## src/rtl/noc_arb_pkg.sv

```systemverilog
// Shared definitions for the router output-port arbiters.
// Port indices, arbiter state encoding and default buffer depth.
package noc_arb_pkg;

  localparam int PORT_N = 0;
  localparam int PORT_E = 1;
  localparam int PORT_W = 2;
  localparam int PORT_S = 3;
  localparam int PORT_L = 4;

  localparam int NUM_PORTS_DEF = 5;
  localparam int BUF_DEPTH_DEF = 4;

  typedef enum logic {
    IDLE,
    LOCKED
  } arb_state_t;

endpackage

```

## src/rtl/rr_priority_picker.sv

```systemverilog
// Round-robin picker: first set req bit after rr_ptr, wrapping.
// Purely combinational; shared by all output-port arbiters.
module rr_priority_picker #(
  parameter int NUM_PORTS = 5,
  parameter int IDX_W     = $clog2(NUM_PORTS)
) (
  input  logic [NUM_PORTS-1:0] req,
  input  logic [IDX_W-1:0]     rr_ptr,
  output logic [IDX_W-1:0]     winner,
  output logic                 found
);

  logic [IDX_W-1:0] w_idx;

  // Scan rr_ptr+1 .. rr_ptr+NUM_PORTS, keep the first hit.
  always_comb begin
    winner = '0;
    found  = 1'b0;
    w_idx  = '0;
    for (int i = 1; i <= NUM_PORTS; i++) begin
      w_idx = IDX_W'((int'(rr_ptr) + i) % NUM_PORTS);
      if (!found && req[w_idx]) begin
        winner = w_idx;
        found  = 1'b1;
      end
    end
  end

endmodule

```

## src/rtl/wormhole_credit_arbiter.sv

```systemverilog
// Output-channel scheduler: packet-level round-robin with
// wormhole locking and credit-based flow control.
module wormhole_credit_arbiter
  import noc_arb_pkg::*;
#(
  parameter int NUM_PORTS = NUM_PORTS_DEF,
  parameter int BUF_DEPTH = BUF_DEPTH_DEF,
  parameter int CNT_W     = $clog2(BUF_DEPTH + 1)
) (
  input  logic                 clk,
  input  logic                 rst,
  input  logic [NUM_PORTS-1:0] req,
  input  logic [NUM_PORTS-1:0] tail,
  input  logic                 credit_in,
  output logic [NUM_PORTS-1:0] grant,
  output logic [NUM_PORTS-1:0] xbar_sel,
  output logic                 valid_out,
  output logic [CNT_W-1:0]     credit_cnt,
  output logic                 err_overflow
);

  localparam int IDX_W = $clog2(NUM_PORTS);
  localparam logic [CNT_W-1:0] FULL = CNT_W'(BUF_DEPTH);

  arb_state_t       r_state;
  arb_state_t       w_state_nxt;
  logic [IDX_W-1:0] r_owner;
  logic [IDX_W-1:0] w_owner_nxt;
  logic [IDX_W-1:0] r_rr_ptr;
  logic [IDX_W-1:0] w_rr_nxt;
  logic [CNT_W-1:0] r_credit;
  logic             r_err;

  logic [IDX_W-1:0]     w_winner;
  logic                 w_found;
  logic [NUM_PORTS-1:0] w_owner_oh;
  logic                 w_send;

  rr_priority_picker #(
    .NUM_PORTS(NUM_PORTS),
    .IDX_W    (IDX_W)
  ) u_picker (
    .req   (req),
    .rr_ptr(r_rr_ptr),
    .winner(w_winner),
    .found (w_found)
  );

  assign w_owner_oh = NUM_PORTS'(1) << r_owner;
  // No credit bypass: grant uses only the registered count.
  assign w_send = (r_state == LOCKED) && req[r_owner]
                  && (r_credit != '0);

  // Crossbar select and grant for the locked owner.
  always_comb begin
    grant    = '0;
    xbar_sel = '0;
    if (r_state == LOCKED) begin
      xbar_sel = w_owner_oh;
      if (w_send) grant = w_owner_oh;
    end
  end

  assign valid_out    = |grant;
  assign credit_cnt   = r_credit;
  assign err_overflow = r_err;

  // State, owner and round-robin pointer registers.
  always_ff @(posedge clk) begin
    if (rst) begin
      r_state  <= IDLE;
      r_owner  <= '0;
      r_rr_ptr <= IDX_W'(PORT_S);
    end else begin
      r_state  <= w_state_nxt;
      r_owner  <= w_owner_nxt;
      r_rr_ptr <= w_rr_nxt;
    end
  end

  // Lock a winner in IDLE; release after the tail flit is sent.
  always_comb begin
    w_state_nxt = r_state;
    w_owner_nxt = r_owner;
    w_rr_nxt    = r_rr_ptr;
    case (r_state)
      IDLE: begin
        if (w_found) begin
          w_state_nxt = LOCKED;
          w_owner_nxt = w_winner;
        end
      end
      LOCKED: begin
        if (w_send && tail[r_owner]) begin
          w_state_nxt = IDLE;
          w_rr_nxt    = r_owner;
        end
      end
      default: w_state_nxt = IDLE;
    endcase
  end

  // Credit counter with saturation and sticky overflow flag.
  always_ff @(posedge clk) begin
    if (rst) begin
      r_credit <= FULL;
      r_err    <= 1'b0;
    end else if (credit_in && !valid_out) begin
      if (r_credit == FULL) r_err <= 1'b1;
      else r_credit <= r_credit + 1'b1;
    end else if (!credit_in && valid_out) begin
      r_credit <= r_credit - 1'b1;
    end
  end

endmodule

```

## config.mk

```make
export PLATFORM = sky130hd
export DESIGN_NAME = wormhole_credit_arbiter
export DESIGN_NICKNAME = d
export VERILOG_FILES = /design/src/rtl/noc_arb_pkg.sv /design/src/rtl/rr_priority_picker.sv /design/src/rtl/wormhole_credit_arbiter.sv
export SDC_FILE = /design/constraint.sdc
export NUM_CORES = 1
export LEC_CHECK = 0
export CAP_MARGIN = 10
export CELL_PAD_IN_SITES_DETAIL_PLACEMENT = 0
export CELL_PAD_IN_SITES_GLOBAL_PLACEMENT = 2
export CORE_ASPECT_RATIO = 1.1
export CORE_MARGIN = 1
export CORE_UTILIZATION = 34
export DETAILED_ROUTE_END_ITERATION = 12
export MAX_ROUTING_LAYER = met4
export PLACE_DENSITY = 0.93
export SETUP_SLACK_MARGIN = 0.2
export SLEW_MARGIN = 20
export SYNTH_ARGS = -nofsm -noshare
export SYNTH_HDL_FRONTEND = slang
export SYNTH_SLANG_ARGS = --single-unit
```

## constraint.sdc

```tcl
create_clock -name clk -period 5.41 [get_ports clk]
set_input_delay 1.082 -clock clk [delete_from_list [all_inputs] [get_ports clk]]
set_output_delay 1.082 -clock clk [all_outputs]
set_load 0.02 [all_outputs]
```

==> metrics.md <==
| Metric | Value |
|---|---|
| FF/Latch Area | 220.2 um^2 |
| Cell Area, Placed | 2660 um^2 |
| Multi-input logic area | a little under 2000 um^2 |
| FILL cells | 692 |
| Max rail drop VDD | around 260 uV |
| FMAX | about 210 MHz |
| CP endpoint kind | flop |
| CTS Sinks | 11 |
| Hold crit path type | flop to flop |
| Hold Startpoint | err_overflow |
| Worst-skew pair later-pin latency | ~230 ps |
| Slowest cell on crit path | ha_1 |
| Mapped Nets | 344 |
| Critical Path Fanout Max | 9 |
| Post-synth ARST share | 0 |
| Pwr dens | 636.2 nW/um^2 |
| Vias in the first global route | 2067 |
| CP endpoint | r_owner[1] |
| Slew headroom | 0.5327 |
| Vias per cell | ~5.6 |
| Leak | 0.001139 uW |
| Port Buffers | 27 |
| Post-synthesis mux area share | 0.1228 |
| Most frequently used flop master after synthesis | dfxtp_1 |
| Drt pass-1 iters | 4 |
| DRC | 0 |
| Die Wd | 81.69 um |
| Worst-case clock buffer depth | 2 |
| Antenna-violating nets left | 0 |
| Crit path time final | 4704 ps |
| Pins Over Slew Limit | 0 |
| Detailed-route via count | around 2300 |
| Remaining Overflow, GRT | 0 |
| Area grow syn2layout | 13.91% |
| Seq/Total Area, Yosys | 0.09273 |
| Critical Path Start | r_rr_ptr[1] |
| Largest family of logic cells by synthesized area | simple AND/OR/NAND/NOR gates |
| FP Rows | 31 |
| Mapped cell area | about 2400 um^2 |
| R2r startpoint | r_rr_ptr[1] |
| Share of layout cells above drive strength 1 | 0.09317 |
| Root Buffer | clkbuf_8 |
| Post-CTS Setup Bufs | 0 |
| Top-area cell type share of the netlist area | 0.1370 |
| I/O pins | 28 |
| Period utilisation layout | 0.8695 |
| Core area | 6671 um^2 |
| FF-to-FF End | r_owner[1] |
| Setup TNS Final | 0 ps |
| Crit path kind | flop to flop |
| Initial detailed-routing violation count | approximately 120 |
| Final count of negative-setup-slack endpoints | 0 |
| Simple-Gate Fraction of Synth Area | 0.2503 |
| Max-cap viol count | 0 |
| H-tree lvl count | 1 |
| Synth top area cells | ha_1 (14%), dfxtp_1 (9.3%), mux2i_1 (5.5%) |
| Initial antenna violation count | 0 |
| Distinct cells, synth | 69 |
| Worst reg2reg path depth | 16 |
| CTS tree | done |
| EDFF count, synth | 0 |
| WP data arrival | 4840 ps |
| Pwr Total | ~1700 uW |
| Die Y | 89.65 um |
| GP Congestion | about 0.78 |
| Final #Nets | approximately 360 |
| Register-to-register setup slack | between 700 and 800 ps |
| Die Footprint | approximately 7300 um^2 |
| Final Hold Viols | 0 |
| Routed wire per std cell | between 15 and 20 um |
| Slew @ Worst Pin | around 700 ps |
| Minimum hold slack | ~470 ps |
| Total GRT Usage | 0.1804 |
| Clk slew on worst S/H paths | about 50 ps |
| Mapped Avg Cell Area | 7.838 um^2 |
| Status | finished, final reports clean |
| Crit-path max cell delay | about 470 ps |
| CP cell instances | inv_1, ha_1, o21ai_1, nand2_1, xnor2_1, ha_1, fa_1, a21boi_0, nand3_1, xnor2_1, mux2_2, a221o_1, a211oi_1, and2_1, nand2_1, a311oi_1 |
| Startpoint Class | flop |
| Final HPWL DP | between 5000 and 6000 um |
| Design Area, Final | around 2700 um^2 |
| Number of buffers created by CTS | 3 |
| Post-synthesis adder-cell area fraction | 0.1538 |
| First-pass GRT wire length | 9984 um |
| Post-Route WL | about 6400 um |
| Setup Skew | between 2 and 2.5 ps |
| RSZ-0062 raised after global routing | false |
| Area leader, netlist | ha_1 |
| Diodes inserted | 0 |
| CTS resizes | 0 |
| Cells after synthesis | just over 300 |
| Initial core utilization | 0.3560 |
| Compound-Gate Fraction of Synth Area | 0.2497 |
| Yosys warns | 0 |
| Xor/xnor cell area share of the yosys netlist | 0.05585 |
| Post-CTS Hold Fix Bufs | 0 |
| Largest net degree at the start of global routing | 29 |
| Required @ worst endpoint | roughly 5600 ps |
| #FFs+latches synth | 11 |
[worst max-delay path, delay by kind of cell (launching register included)]
kind / cells / cell delay [ps]
compound gates: 5 / 1570
fa+ha+maj: 3 / 830
simple gates: 4 / 590
xor+xnor: 2 / 530
flops: 1 / 450
mux: 1 / 380
buf+inv: 1 / 250
[area by class of cell]
type / instances / share of cell area
timing repair buffer: 30 / 0.1082
tap: 82 / 0.03793
sequential: 11 / 0.08141
clock buffer: 4 / 0.01665
multi-input combinational: 259 / 0.7308
inverter: 18 / 0.02498
[cells in the mapped netlist (5+ instances only)]
cell,count
a21oi_1,19
a31oi_1,5
and2_1,6
buf_6,6
clkbuf_1,6
dfxtp_1,11
ha_1,26
inv_1,17
mux2_2,7
mux2i_1,13
nand2_1,29
nand2b_1,8
nor2_1,33
o211ai_1,6
o21ai_0,10
xnor2_1,10
[state kept, by name, indices dropped and copies added (netlist names)]
register      flops
credit_cnt        3
err_overflow      1
r_owner           3
r_rr_ptr          3
r_state           1
[worst min-delay path by stage]
stage | endpoint | depth (start not counted)
floorplan | r_state | 2
global placement | err_overflow | 2
detailed placement | err_overflow | 2
CTS | err_overflow | 2
global route | err_overflow | 2
finish | err_overflow | 2
[power breakdown]
part | internal (uW) | leakage [uW] | switching (uW)
logic | 645 | 0.00103 | 839
registers | 110 | 0.0000906 | 46.8
clock network | 51.6 | 0.0000228 | 29.4
[kinds of logic after synthesis]
family / count (synthesis)
buffers and inverters: 33
XOR/XNOR: 13
adder cells (fa/ha/maj): 28
AO/OA/AOI/OAI: 83
AND/OR/NAND/NOR: 111
multiplexers: 24
flip-flops: 11
[per-layer routing]
layer,GRT usage,share of wire,up-vias
met1,0.2283,0.48,1076
met2,0.3152,0.49,40
met3,0.009091,0.021,4
met4,0.04147,0.011,0
li1,-,-,1147
met5,-,0,-
[per-stage QoR]
step,utilization,setup WS (ps),cells
final,0.4055,705.7,404
after global routing,0.4055,292.7,404
after CTS,0.4055,605.1,404
after detailed placement,0.3987,645.3,400
after global placement,0.3987,629.2,400
after floorplan,-,1167,303
[layout by cell type (no fill, tap or decap), drive strengths merged, types with 3 or more instances in the layout]
cell type and instances:
ha 26, buf 3, nand2b 8, nand3 4
a21boi 4, dfxtp 11, mux2i 13, a221o 3
nand2 29, inv 18, xnor2 11, clkdlybuf4s50 27
mux2 8, a21oi 19, a211oi 3, nor3 4
nor2 33, a31oi 6, nand3b 3, and2 8
clkbuf 4, o22ai 3, o211ai 7, o21a 3
and3 4, mux4 3, o21ai 10, nor4 4
Note: power is estimated with default switching activity, not from simulation.
